--- src/rtl/conv_pkg.sv ---
// ---------------------------------------------------------------------------
// conv_pkg
//   Shared definitions for the convolution weight fetchers.
//   - ROM geometry (address / data width) of the kernel ROMs.
//   - conv2 kernel shape and the resulting per-kernel weight count.
//   - Base address of conv2 kernel 0 inside a kernel-group ROM.
//   - State encoding used by the kernel fetch controllers.
//   - num_pairs(): number of weight pairs needed to cover a kernel.
// ---------------------------------------------------------------------------
package conv_pkg;

  // Kernel ROM geometry (256 x 16-bit, dual-port, registered read).
  localparam int ROM_ADDR_W = 8;
  localparam int ROM_DATA_W = 16;

  // conv2 kernel shape: 5 x 5 spatial taps over 6 input channels.
  localparam int CONV2_KH  = 5;
  localparam int CONV2_KW  = 5;
  localparam int CONV2_CIN = 6;
  localparam int CONV2_NUM_WEIGHTS = CONV2_KH * CONV2_KW * CONV2_CIN;

  // Each kernel-group ROM stores its kernel starting at word 0.
  localparam int CONV2_BASE_ADDR = 0;

  // Fetch controller states.
  typedef enum logic [1:0] {
    IDLE  = 2'd0,
    FETCH = 2'd1,
    DRAIN = 2'd2,
    DONE  = 2'd3
  } fetch_state_e;

  // Weights are streamed two at a time; an odd count leaves a half pair.
  function automatic int num_pairs(input int n_weights);
    return (n_weights + 1) / 2;
  endfunction

endpackage : conv_pkg

--- src/rtl/conv_pair_fifo2.sv ---
// ---------------------------------------------------------------------------
// conv_pair_fifo2
//   Two-entry synchronous FIFO carrying one weight pair per entry:
//   {data_a, data_b, b_valid, last}. Push and pop in the same cycle are
//   allowed. The head fields read as zero while the FIFO is empty so the
//   downstream interface shows clean zeros when nothing is valid.
//
//   Ports
//     clk_i            clock
//     rst_ni           asynchronous active-low reset
//     flush_i          synchronous clear of all entries (wins over push/pop)
//     push_i           write one entry (caller guarantees room)
//     push_data_a_i    lane A weight
//     push_data_b_i    lane B weight
//     push_b_valid_i   lane B holds a real weight
//     push_last_i      entry is the last pair of the kernel
//     pop_i            consume the head entry (ignored when empty)
//     valid_o          FIFO not empty
//     head_*_o         head entry fields (zero when empty)
//     count_o          number of stored entries (0..2)
// ---------------------------------------------------------------------------
module conv_pair_fifo2 #(
  parameter int DATA_W = 16
) (
  input  logic              clk_i,
  input  logic              rst_ni,
  input  logic              flush_i,
  input  logic              push_i,
  input  logic [DATA_W-1:0] push_data_a_i,
  input  logic [DATA_W-1:0] push_data_b_i,
  input  logic              push_b_valid_i,
  input  logic              push_last_i,
  input  logic              pop_i,
  output logic              valid_o,
  output logic [DATA_W-1:0] head_data_a_o,
  output logic [DATA_W-1:0] head_data_b_o,
  output logic              head_b_valid_o,
  output logic              head_last_o,
  output logic [1:0]        count_o
);

  localparam int ENTRY_W = 2 * DATA_W + 2;

  logic [ENTRY_W-1:0] push_word;
  logic [ENTRY_W-1:0] head_word;
  logic               wr_ptr_q, wr_ptr_d;
  logic               rd_ptr_q, rd_ptr_d;
  logic [1:0]         count_q, count_d;
  logic               pop_eff;
  logic               write_en;

  logic [DATA_W-1:0]  head_a;
  logic [DATA_W-1:0]  head_b;
  logic               head_bv;
  logic               head_last;

  assign push_word = {push_data_a_i, push_data_b_i, push_b_valid_i, push_last_i};
  assign pop_eff   = pop_i && (count_q != 2'd0);
  assign write_en  = push_i && !flush_i;

  // Storage: one register per slot, written when the write pointer selects it.
  for (genvar gi = 0; gi < 2; gi++) begin : g_entry
    logic [ENTRY_W-1:0] entry_q;

    always_ff @(posedge clk_i or negedge rst_ni) begin
      if (!rst_ni) begin
        entry_q <= '0;
      end else if (write_en && (wr_ptr_q == 1'(gi))) begin
        entry_q <= push_word;
      end
    end
  end

  assign head_word = rd_ptr_q ? g_entry[1].entry_q : g_entry[0].entry_q;

  // Pointer / occupancy next state.
  always_comb begin
    wr_ptr_d = wr_ptr_q;
    rd_ptr_d = rd_ptr_q;
    count_d  = count_q;
    if (flush_i) begin
      wr_ptr_d = 1'b0;
      rd_ptr_d = 1'b0;
      count_d  = 2'd0;
    end else begin
      if (push_i) begin
        wr_ptr_d = ~wr_ptr_q;
      end
      if (pop_eff) begin
        rd_ptr_d = ~rd_ptr_q;
      end
      count_d = count_q + {1'b0, push_i} - {1'b0, pop_eff};
    end
  end

  always_ff @(posedge clk_i or negedge rst_ni) begin
    if (!rst_ni) begin
      wr_ptr_q <= 1'b0;
      rd_ptr_q <= 1'b0;
      count_q  <= 2'd0;
    end else begin
      wr_ptr_q <= wr_ptr_d;
      rd_ptr_q <= rd_ptr_d;
      count_q  <= count_d;
    end
  end

  assign {head_a, head_b, head_bv, head_last} = head_word;

  assign valid_o        = (count_q != 2'd0);
  assign head_data_a_o  = valid_o ? head_a : '0;
  assign head_data_b_o  = valid_o ? head_b : '0;
  assign head_b_valid_o = valid_o && head_bv;
  assign head_last_o    = valid_o && head_last;
  assign count_o        = count_q;

endmodule : conv_pair_fifo2

--- src/rtl/conv2_kernel_fetch_ctrl.sv ---
// ---------------------------------------------------------------------------
// conv2_kernel_fetch_ctrl
//   Reads one conv2 kernel out of a dual-port kernel ROM (1-cycle registered
//   read) and streams the weights as pairs to the MAC datapath. Port A reads
//   the even weight 2p, port B the odd weight 2p+1, so one pair per cycle is
//   delivered when the consumer never stalls.
//
//   Ports
//     clk_i          system clock
//     rst_ni         asynchronous active-low reset
//     start_i        1-cycle pulse, begins a fetch when idle
//     abort_i        synchronous flush back to IDLE, no done pulse
//     busy_o         high from FETCH entry until done/abort
//     done_o         1-cycle pulse after the last pair is accepted
//     rom_addr_a_o   ROM port A address (even weight)
//     rom_addr_b_o   ROM port B address (odd weight)
//     rom_q_a_i      ROM port A data, valid one cycle after the address
//     rom_q_b_i      ROM port B data
//     w_valid_o      output pair valid
//     w_ready_i      consumer accepts the pair
//     w_data_a_o     weight 2p
//     w_data_b_o     weight 2p+1, zero when lane B is masked
//     w_b_valid_o    lane B holds a real weight
//     w_last_o       marks the final pair of the kernel
// ---------------------------------------------------------------------------
module conv2_kernel_fetch_ctrl
  import conv_pkg::*;
#(
  parameter int ADDR_W      = ROM_ADDR_W,
  parameter int DATA_W      = ROM_DATA_W,
  parameter int NUM_WEIGHTS = CONV2_NUM_WEIGHTS,
  parameter int BASE_ADDR   = CONV2_BASE_ADDR
) (
  input  logic              clk_i,
  input  logic              rst_ni,
  input  logic              start_i,
  input  logic              abort_i,
  output logic              busy_o,
  output logic              done_o,
  output logic [ADDR_W-1:0] rom_addr_a_o,
  output logic [ADDR_W-1:0] rom_addr_b_o,
  input  logic [DATA_W-1:0] rom_q_a_i,
  input  logic [DATA_W-1:0] rom_q_b_i,
  output logic              w_valid_o,
  input  logic              w_ready_i,
  output logic [DATA_W-1:0] w_data_a_o,
  output logic [DATA_W-1:0] w_data_b_o,
  output logic              w_b_valid_o,
  output logic              w_last_o
);

  localparam int                NPAIRS   = num_pairs(NUM_WEIGHTS);
  localparam logic [ADDR_W-1:0] LAST_P   = ADDR_W'(NPAIRS - 1);
  localparam logic              LAST_ODD = (NUM_WEIGHTS % 2) == 1;
  localparam logic [ADDR_W-1:0] BASE     = ADDR_W'(BASE_ADDR);

  // Control state.
  fetch_state_e      state_q, state_d;
  logic [ADDR_W-1:0] p_q, p_d;              // next pair to issue
  logic              inflight_q, inflight_d; // ROM read issued last cycle
  logic              infl_last_q, infl_last_d;
  logic              infl_bv_q, infl_bv_d;

  // Datapath / handshake helpers.
  logic [1:0]        fifo_count;
  logic [2:0]        occupancy;
  logic              pop;
  logic              push;
  logic              issue;
  logic              pair_is_last;
  logic              pair_b_valid;
  logic [ADDR_W-1:0] addr_a;

  // -------------------------------------------------------------------------
  // Address generation, purely from the pair counter.
  // -------------------------------------------------------------------------
  assign pair_is_last = (p_q == LAST_P);
  // Lane B is empty only on the final pair of an odd-sized kernel.
  assign pair_b_valid = !(pair_is_last && LAST_ODD);

  assign addr_a       = BASE + (p_q << 1);
  assign rom_addr_a_o = addr_a;
  // Port B aliases port A when it has no weight to fetch (and while idle, so
  // both ports rest on weight 0).
  assign rom_addr_b_o = (pair_b_valid && (state_q != IDLE)) ? addr_a + ADDR_W'(1) : addr_a;

  // -------------------------------------------------------------------------
  // Issue decision. A read may only be issued if the FIFO will have a slot
  // for it when its data returns next cycle: entries held plus the read
  // already in flight, minus the beat leaving this cycle, must stay below 2.
  // -------------------------------------------------------------------------
  assign pop       = w_valid_o && w_ready_i;
  assign occupancy = {1'b0, fifo_count} + {2'b00, inflight_q};
  assign issue     = (state_q == FETCH) && !abort_i &&
                     (occupancy < (3'd2 + {2'b00, pop}));

  // ROM data returned this cycle belongs to the read issued last cycle.
  assign push = inflight_q && !abort_i;

  // -------------------------------------------------------------------------
  // Next-state logic.
  // -------------------------------------------------------------------------
  always_comb begin
    state_d     = state_q;
    p_d         = p_q;
    inflight_d  = 1'b0;
    infl_last_d = infl_last_q;
    infl_bv_d   = infl_bv_q;

    if (issue) begin
      p_d         = p_q + ADDR_W'(1);
      inflight_d  = 1'b1;
      infl_last_d = pair_is_last;
      infl_bv_d   = pair_b_valid;
    end

    unique case (state_q)
      IDLE: begin
        // abort in the same cycle as start keeps the block idle.
        if (start_i && !abort_i) begin
          state_d = FETCH;
        end
      end
      FETCH: begin
        if (abort_i) begin
          state_d = IDLE;
        end else if (issue && pair_is_last) begin
          state_d = DRAIN;
        end
      end
      DRAIN: begin
        if (abort_i) begin
          state_d = IDLE;
        end else if (pop && w_last_o) begin
          state_d = DONE;
        end
      end
      DONE: begin
        state_d = IDLE;
      end
      default: begin
        state_d = IDLE;
      end
    endcase

    // Every return to IDLE rewinds the pair counter and drops any read
    // still in flight, so the next start always begins at pair 0.
    if (state_d == IDLE) begin
      p_d        = '0;
      inflight_d = 1'b0;
    end
  end

  always_ff @(posedge clk_i or negedge rst_ni) begin
    if (!rst_ni) begin
      state_q     <= IDLE;
      p_q         <= '0;
      inflight_q  <= 1'b0;
      infl_last_q <= 1'b0;
      infl_bv_q   <= 1'b0;
    end else begin
      state_q     <= state_d;
      p_q         <= p_d;
      inflight_q  <= inflight_d;
      infl_last_q <= infl_last_d;
      infl_bv_q   <= infl_bv_d;
    end
  end

  // -------------------------------------------------------------------------
  // Pair buffer between the ROM and the consumer.
  // -------------------------------------------------------------------------
  conv_pair_fifo2 #(
    .DATA_W (DATA_W)
  ) u_fifo (
    .clk_i          (clk_i),
    .rst_ni         (rst_ni),
    .flush_i        (abort_i),
    .push_i         (push),
    .push_data_a_i  (rom_q_a_i),
    .push_data_b_i  (infl_bv_q ? rom_q_b_i : '0),
    .push_b_valid_i (infl_bv_q),
    .push_last_i    (infl_last_q),
    .pop_i          (pop),
    .valid_o        (w_valid_o),
    .head_data_a_o  (w_data_a_o),
    .head_data_b_o  (w_data_b_o),
    .head_b_valid_o (w_b_valid_o),
    .head_last_o    (w_last_o),
    .count_o        (fifo_count)
  );

  assign busy_o = (state_q != IDLE);
  assign done_o = (state_q == DONE);

endmodule : conv2_kernel_fetch_ctrl

--- config.mk ---
export PLATFORM = sky130hd
export DESIGN_NAME = conv2_kernel_fetch_ctrl
export DESIGN_NICKNAME = d
export VERILOG_FILES = /design/src/rtl/conv_pkg.sv /design/src/rtl/conv_pair_fifo2.sv /design/src/rtl/conv2_kernel_fetch_ctrl.sv
export SDC_FILE = /design/constraint.sdc
export NUM_CORES = 1
export LEC_CHECK = 0
export ABC_CLOCK_PERIOD_IN_PS = 3190
export CAP_MARGIN = 20
export CORE_ASPECT_RATIO = 2
export CORE_MARGIN = 2
export CORE_UTILIZATION = 51
export CTS_CLUSTER_SIZE = 12
export DETAILED_ROUTE_END_ITERATION = 8
export PLACE_DENSITY_LB_ADDON = 0.3
export SYNTH_ARGS = -nofsm -noshare
export SYNTH_HDL_FRONTEND = slang
export SYNTH_SLANG_ARGS = --single-unit
--- constraint.sdc ---
create_clock -name clk_i -period 3.19 [get_ports clk_i]
set_input_delay 0.638 -clock clk_i [delete_from_list [all_inputs] [get_ports clk_i]]
set_output_delay 0.638 -clock clk_i [all_outputs]
set_load 0.02 [all_outputs]
* Word-level counts from Yosys, hierarchy flattened *
Cells that the tools add are included.

storage, ports and cells
  register bits = 85
  bits of input ports = 37
  output and inout port bits = 53
  word-level logic and storage cells = 64

operators by class
  add/subtract/negate cells = 6
  $lt $le $gt $ge = 1
  eq/ne operators = 4
  muxes and demuxes = 20
  bitwise operators = 2
  reductions and logical operators = 21

operator list
  cell                                                 count
  two-way mux 16 bit                                   3
  two-way mux 34 bit                                   1
  two-way mux 8 bit                                    3
  adder 8 x 1 -> 8 bit, second input constant          2
  logical AND 1 bit                                    13
  two-way mux 2 bit                                    6
  nonzero test 2 bit                                   5
  equality test 8 x 7 -> 1 bit, second input constant  1
  case mux 2 bit (4 select lines)                      1
  two-way mux 1 bit                                    6
  equality test 2 bit, second input constant           2
  logical NOT 2 bit                                    2
  adder 2 x 1 -> 3 bit                                 1
  adder 2 x 1 -> 3 bit, first input constant           1
  less-than comparator 3 bit                           1
  adder 2 x 1 -> 2 bit                                 1
  equality test 2 x 1 -> 1 bit, second input constant  1
  NOT 1 bit                                            2
  subtractor 2 x 1 -> 2 bit                            1
  logical NOT 1 bit                                    1

* Depth between registers and ports, before layout *
Gate-level depths: netlist of the first run.

  word-level depth = 11
  mapped depth = 7
  gate-level depth less buffers = 7

* Cells and area by module *
Synthesis of the first run repeated with hierarchy kept, for this count alone.

second synthesis, totals
  cells, all modules = 348
  area total of the unflattened synthesis = 4,264.1 µm²

by module, submodules not included
  module                   times used  cells an instance  area an instance (µm²)
  conv_pair_fifo2          1           238                3,286.9
  conv2_kernel_fetch_ctrl  1           110                977.2

* Least setup slack after synthesis of the first run *
No wires, ideal clock.

  kind = register to output
  start point = reg u_fifo.rd_ptr_q
  end point = out w_data_a_o[0]
  arrival = 1.520 ns
  path slack = 1.032 ns
  stages on the path, launching flop included = 5
  cell sequence = dfrtp_1 > clkbuf_1 > buf_1 > mux2i_1 > nor2_1

between the ends
  cells in the longest elaborated chain, start to end = 2

ends and longest elaborated chain
  element                 RTL line                       RTL
  start, declared         conv_pair_fifo2.sv:47          logic rd_ptr_q, rd_ptr_d;
  start signal, assigned  conv_pair_fifo2.sv:103         rd_ptr_q <= rd_ptr_d;
  two-way mux 34 bit      conv_pair_fifo2.sv:74          assign head_word = rd_ptr_q ? g_entry[1].entry_q : g_entry[0].entry_q;
  two-way mux 16 bit      conv_pair_fifo2.sv:111         assign head_data_a_o = valid_o ? head_a : '0;
  end, declared           conv2_kernel_fetch_ctrl.sv:46  output logic [DATA_W-1:0] w_data_a_o,

No other way between the ends.

* Final worst setup path of the first run *
  start point = reg u_fifo.rd_ptr_q
  end point = out w_last_o

between the ends
  cells in the longest elaborated chain, start to end = 2

ends and longest elaborated chain
  element             RTL line                       RTL
  two-way mux 34 bit  conv_pair_fifo2.sv:74
  logical AND 1 bit   conv_pair_fifo2.sv:114         assign head_last_o = valid_o && head_last;
  end, declared       conv2_kernel_fetch_ctrl.sv:49  output logic w_last_o

No other way between the ends.

==> flow_metrics.env, run 1 <==
export IMPL_synth_common_cells="dfrtp_1 (85), nand2_1 (54), nor2_1 (40)"
export IMPL_finalHoldViolations=0
export IMPL_ys_types=36
export IMPL_design_area_sq_um=5200
export IMPL_post_cts_buffers=0
export IMPL_cp_start_kind="flop"
export IMPL_nFillCells=633
export IMPL_diodes=0
export IMPL_synth_xor_area_frac=0.00864
export IMPL_netlist_area_leader_share=0.525
export IMPL_rsz0062_at_grt="no"
export IMPL_vias_per_cell=5.24
export IMPL_antenna_found_initial=0
export IMPL_synth_top_flop_cell="dfrtp_1"
export IMPL_crit_type="reg2out"
export IMPL_drt_iter0_markers=179
export IMPL_cts_sinks=85
export IMPL_dp_hpwl_um=5460
export IMPL_synthAdderAreaFrac=0.0185
export IMPL_layout_min_cycle_time_ps=2670
export IMPL_peakVddDrop_mv=0.538
export IMPL_finalPower_w=0.00415
export IMPL_portBuffers=88
export IMPL_fp_dieH_um=130
export IMPL_syn_area_per_cell_sq_um=10.6
export IMPL_clockBufferDepth=2
export IMPL_status="completed"
export IMPL_tightest_slew_ps=662
export IMPL_min_path_type="in2async"
export IMPL_yosysSeqAreaShare=0.525
export IMPL_skew_ps=6.38
export IMPL_synthMostInstantiatedCell="dfrtp_1"
export IMPL_vias=2903
export IMPL_synth_top_family_by_area="multiplexers"
export IMPL_netlist_top_cells_area="dfrtp_1 (52%), mux2_2 (10%), mux2i_1 (8.6%), nand2_1 (5.0%), o21ai_0 (4.4%)"
export IMPL_synth_enable_flop_cells=0
export IMPL_ios=90
export IMPL_drc=0
export IMPL_start_util=0.518
export IMPL_setup_tns_ps=0
export IMPL_wire_per_inst_um=14.3
export IMPL_ant_nets=0
export IMPL_final_layout_size_suffix_gt1_frac=0.155
export IMPL_grt_ovfl_total=0
export IMPL_final_setup_viol_count=0
export IMPL_synth_seq_cells=85
export IMPL_dieArea_sq_um=8720
export IMPL_leakagePower_nw=2.29
export IMPL_globalplace_congestion=0.820
export IMPL_cts_resized=0
export IMPL_row_count=46
export IMPL_worstSkewPairLatency_ps=330
export IMPL_syn_inst=384
export IMPL_wl_um=7910
export IMPL_grt_first_pass_wirelength_um=13200
export IMPL_grt_max_degree=53
export IMPL_synth_compound_area_share=0.0676
export IMPL_max_freq_mhz=374
export IMPL_tritoncts="yes"
export IMPL_synthesis_nets=427
export IMPL_placed_area_sq_um=4910
export IMPL_yosys_area_share_simple=0.132
export IMPL_core_area_sq_um=7830
export IMPL_crit_arrival_ps=2040
export IMPL_final_max_slew_viol_count=0
export IMPL_powerDensity_nw_per_um2=799
export IMPL_hold_ws_ps=326
export IMPL_worst_setup_path_end_kind="primary output"
export IMPL_area_delta_synth_final_pct=28.2
export IMPL_die_x_um=67.0
export IMPL_cts_root_buf="clkbuf_16"
export IMPL_cp_max_fo=11
export IMPL_cts_buffers=9
export IMPL_synthMuxAreaShare=0.189
export IMPL_cp_required_ps=2550
export IMPL_grt_pass1_vias=2794
export IMPL_cap_violations=0
export IMPL_clk_pin_slew_ps=60
export IMPL_relSlewSlack=0.559
export IMPL_ctsHoldBuffers=0
export IMPL_htreeDepth=3
export IMPL_nets=496
export IMPL_yosysWarnings=0
export IMPL_async_reset_ff_frac=1.00
export IMPL_finalCritPeriodShare=0.838
export IMPL_dr_pass1_iters=4
export IMPL_synth_top_cell_by_area="dfrtp_1"
export IMPL_syn_cell_area_sq_um=4050
export IMPL_track_usage=0.202
## cells in the final DEF, fill, tap and decap left out, types with 2 or more instances in the layout
master            n
a21o_1            2
a21oi_1           4
and2_1            2
buf_4            10
clkbuf_16         9
clkdlybuf4s50_1  87
clkinv_4          2
clkinvlp_4        2
dfrtp_1          84
ha_1              6
inv_1             6
inv_6             3
mux2_2           37
mux2i_1          35
nand2_1          53
nand3_1           4
nand4_1           3
nor2_1           39
nor2b_1           2
nor3_1            2
nor3b_1           2
o211ai_1          2
o21ai_0          36
o31ai_1           3
or2_2             3
or4_1             3
xnor2_1           2
xor2_1            2
## metrics by stage
step	instances	setup slack, ps	util
4_1_cts	554	483	0.664
6_report	554	516	0.664
2_1_floorplan	384	1030	-
3_3_place_gp	538	562	0.628
5_1_grt	554	417	0.664
3_5_place_dp	538	515	0.628
## registers in the layout, indices dropped and copies added, names as in the netlist
signal	flops
u_fifo.g_entry.entry_q	68
p_q	8
state_q	2
u_fifo.count_o	2
infl_bv_q	1
infl_last_q	1
inflight_q	1
u_fifo.rd_ptr_q	1
u_fifo.wr_ptr_q	1
## final cells by class
class	count	area, sq um	area share
Sequential cell	85	2130	0.410
Multi-Input combinational cell	254	1700	0.326
Timing Repair Buffer	97	946	0.182
Clock buffer	9	225	0.0433
Tap cell	96	120	0.0231
Clock inverter	7	58.8	0.0113
Inverter	6	22.5	0.00433
## critical path: stages, from the launching register on
cell and delay, ps:
dfrtp_2 400, buf_4 240, mux2_2 380, and2_1 160, clkdlybuf4s50_1 530
## worst paths after layout
check	from	slack (ps)	end	cells past startpoint
max in group asynchronous	rst_ni	2160	u_fifo.g_entry[1].entry_q[23]	2
setup / recovery	u_fifo.rd_ptr_q	520	w_last_o	4
setup reg to reg	u_fifo.count_o[0]	1020	p_q[5]	6
hold reg to reg	u_fifo.g_entry[1].entry_q[16]	480	u_fifo.g_entry[1].entry_q[16]	2
hold / removal	rst_ni	330	p_q[3]	1
min in group clk_i	u_fifo.g_entry[1].entry_q[16]	480	u_fifo.g_entry[1].entry_q[16]	2
## layer usage
metal  vias to the layer above  wire, um  track usage
met5                         -         0            0
met4                         0       111       0.0804
met3                         9       439       0.0526
met2                        80      3970        0.328
met1                      1387      3390        0.253
li1                       1427         -            -
## logic make-up after synthesis
logic type / count (synthesis)
flops: 85
other cells: 1
simple gates: 121
mux: 72
xor+xnor: 4
buf+inv: 45
fa+ha+maj: 6
compound gates: 50
## report_power, final
| part | total [W] | internal (W) | switching [W] |
|---|---|---|---|
| Combinational | 0.00155 | 0.000757 | 0.000794 |
| Clock | 0.000974 | 0.000538 | 0.000437 |
| Sequential | 0.00163 | 0.00143 | 0.000196 |
| Total | 0.00415 | 0.00273 | 0.00143 |
(Power assumes the default switching activity.)
==> inputs of run 2 (changes only) <==
--- a/config.mk
+++ b/config.mk
@@ -5,7 +5,7 @@
 export SDC_FILE = /design/constraint.sdc
 export NUM_CORES = 1
 export LEC_CHECK = 0
-export ABC_CLOCK_PERIOD_IN_PS = 3190
+export ABC_CLOCK_PERIOD_IN_PS = 2500
 export CAP_MARGIN = 20
 export CORE_ASPECT_RATIO = 2
 export CORE_MARGIN = 2
==> constraint.sdc (replaced) <==
create_clock -name clk_i -period 2.5 [get_ports clk_i]
set_input_delay 0.5 -clock clk_i [delete_from_list [all_inputs] [get_ports clk_i]]
set_output_delay 0.5 -clock clk_i [all_outputs]
set_load 0.02 [all_outputs]
==> flow_metrics.env, run 2 (synthesis results as in run 1) <==
export IMPL_diodes=0
export IMPL_ff_latch_area_sq_um=2130
export IMPL_nets=504
export IMPL_top_register="u_fifo.g_entry.entry_q"
export IMPL_final_cell_mix="clkdlybuf4s50_1 (87), dfrtp_1 (84), nand2_1 (53), nor2_1 (39), mux2_2 (37)"
export IMPL_skew_ps=3.64
export IMPL_cts_sinks=85
export IMPL_final_layout_size_suffix_gt1_frac=0.163
export IMPL_wl_um=8270
export IMPL_pre_cts_ws_ps=212
export IMPL_dr_pass1_iters=4
export IMPL_antenna_found_initial=0
export IMPL_switchingPower_w=0.00179
export IMPL_grt_ovfl_total=0
export IMPL_switching_share=0.323
export IMPL_status="completed"
export IMPL_tightest_slew_ps=651
export IMPL_min_path_type="in2async"
export IMPL_worstPathCellList="mux2_2, and2_1, clkdlybuf4s50_1"
export IMPL_finalPower_w=0.00553
export IMPL_vias=2977
export IMPL_crit_path_end="w_last_o"
export IMPL_setup_tns_ps=0
export IMPL_worstSkewPairLatency_ps=330
export IMPL_portBuffers=88
export IMPL_cp_slowest_cell="clkdlybuf4s50_1"
export IMPL_ctsHoldBuffers=0
export IMPL_nFillCells=649
export IMPL_htreeDepth=3
export IMPL_dieArea_sq_um=8720
export IMPL_dp_hpwl_um=5570
export IMPL_rsz0062_at_grt="no"
export IMPL_final_setup_viol_count=0
export IMPL_largest_reg_flops=68
export IMPL_crit_buf_inv=1
export IMPL_crit_arrival_ps=1910
export IMPL_peakVddDrop_mv=0.674
export IMPL_clk_pin_slew_ps=60
export IMPL_tritoncts="yes"
export IMPL_cp_max_fo=8
export IMPL_drt_iter0_markers=170
export IMPL_core_area_sq_um=7830
export IMPL_fin_util=0.681
export IMPL_power_frac_seq=0.378
export IMPL_p_int_w=0.00374
export IMPL_multi_input_area_sq_um=1700
export IMPL_clkPwrFrac=0.249
export IMPL_comb_power_share=0.373
export IMPL_grt_first_pass_wirelength_um=13500
export IMPL_vias_per_cell=5.30
export IMPL_globalplace_congestion=0.860
export IMPL_r2r_start="inflight_q"
export IMPL_leakagePower_nw=2.37
export IMPL_cp_start_kind="flop"
export IMPL_fp_dieH_um=130
export IMPL_cts_root_buf="clkbuf_16"
export IMPL_cp_required_ps=2000
export IMPL_track_usage=0.208
export IMPL_powerDensity_nw_per_um2=1040
export IMPL_finalHoldViolations=0
export IMPL_relSlewSlack=0.566
export IMPL_layout_min_cycle_time_ps=2410
export IMPL_worst_setup_path_end_kind="primary output"
export IMPL_ant_nets=0
export IMPL_clockBufferDepth=2
export IMPL_setup_ws_ps=91.3
export IMPL_cp_slowest_stage_delay_ps=530
export IMPL_row_count=46
export IMPL_area_delta_synth_final_pct=31.6
export IMPL_grt_max_degree=51
export IMPL_crit_start="u_fifo.rd_ptr_q"
export IMPL_finalCritPeriodShare=0.963
export IMPL_r2r_end="p_q[6]"
export IMPL_wire_per_inst_um=14.7
export IMPL_grt_pass1_vias=2877
export IMPL_rr_worst_depth=5
export IMPL_crit_type="reg2out"
export IMPL_final_max_slew_viol_count=0
export IMPL_max_freq_mhz=415
export IMPL_cap_violations=0
export IMPL_reg2reg_slack_ps=440
export IMPL_layout_commonest_cell="clkdlybuf4s50_1"
export IMPL_cts_buffers=9
export IMPL_start_util=0.518
export IMPL_path_depth=3
export IMPL_die_x_um=67.0
export IMPL_ios=90
export IMPL_reg_top3="u_fifo.g_entry.entry_q: 68 flops, p_q: 8 flops"
export IMPL_drc=0
export IMPL_cpLargestDelayFamily="buffers and inverters"
## run 2: layout make-up
cell class | instances | share of cell area
clock buffers | 12 | 0.0444
clock inverters | 4 | 0.0136
inverters | 6 | 0.00422
multi-input cells | 254 | 0.318
flip-flops and latches | 85 | 0.399
well taps | 96 | 0.0225
repair buffers | 105 | 0.198
## run 2: power by group through the flow
stage	Sequential (W)	Clock (W)	Combinational (W)
2_1_floorplan	0.00202	0	0.00129
3_3_place_gp	0.00209	0	0.00201
3_5_place_dp	0.00211	0	0.00205
4_1_cts	0.00209	0.00140	0.00207
5_1_grt	0.00214	0.00147	0.00226
6_report	0.00209	0.00138	0.00206
## run 2: what timing repair did
| action | CTS | global route |
|---|---|---|
| endpoints found under the setup margin | 0 | 14 |
| gates resized for setup | 0 | 0 |
| setup buffers | 0 | 3 |
## run 2: how the worst min path moves through the flow
stage / start / endpoint / cells after the start
2_1_floorplan: rst_ni / infl_bv_q / 0
3_3_place_gp: u_fifo.g_entry[0].entry_q[17] / u_fifo.g_entry[0].entry_q[17] / 2
3_5_place_dp: u_fifo.g_entry[0].entry_q[11] / u_fifo.g_entry[0].entry_q[11] / 2
4_1_cts: rst_ni / p_q[2] / 1
5_1_grt: rst_ni / p_q[2] / 1
6_report: rst_ni / p_q[2] / 1
## run 2: routing by layer
metal | part of all wire | GRT usage
met1 | 0.40 | 0.247
met2 | 0.52 | 0.345
met3 | 0.055 | 0.0690
met4 | 0.016 | 0.0804
met5 | 0 | 0
## run 2: stage by stage
stage	hold slack, ps	cell area (sq um)	instances
2_1_floorplan	204	4050	384
3_3_place_gp	460	5000	543
3_5_place_dp	470	5000	543
4_1_cts	145	5310	559
5_1_grt	159	5330	562
6_report	130	5330	562
## run 2: worst reg2reg max path: stages (launching register included)
cell and delay, ps:
dfrtp_1 410, ha_1 220, ha_1 200, or4b_1 540
nor4_1 370, mux2i_1 240
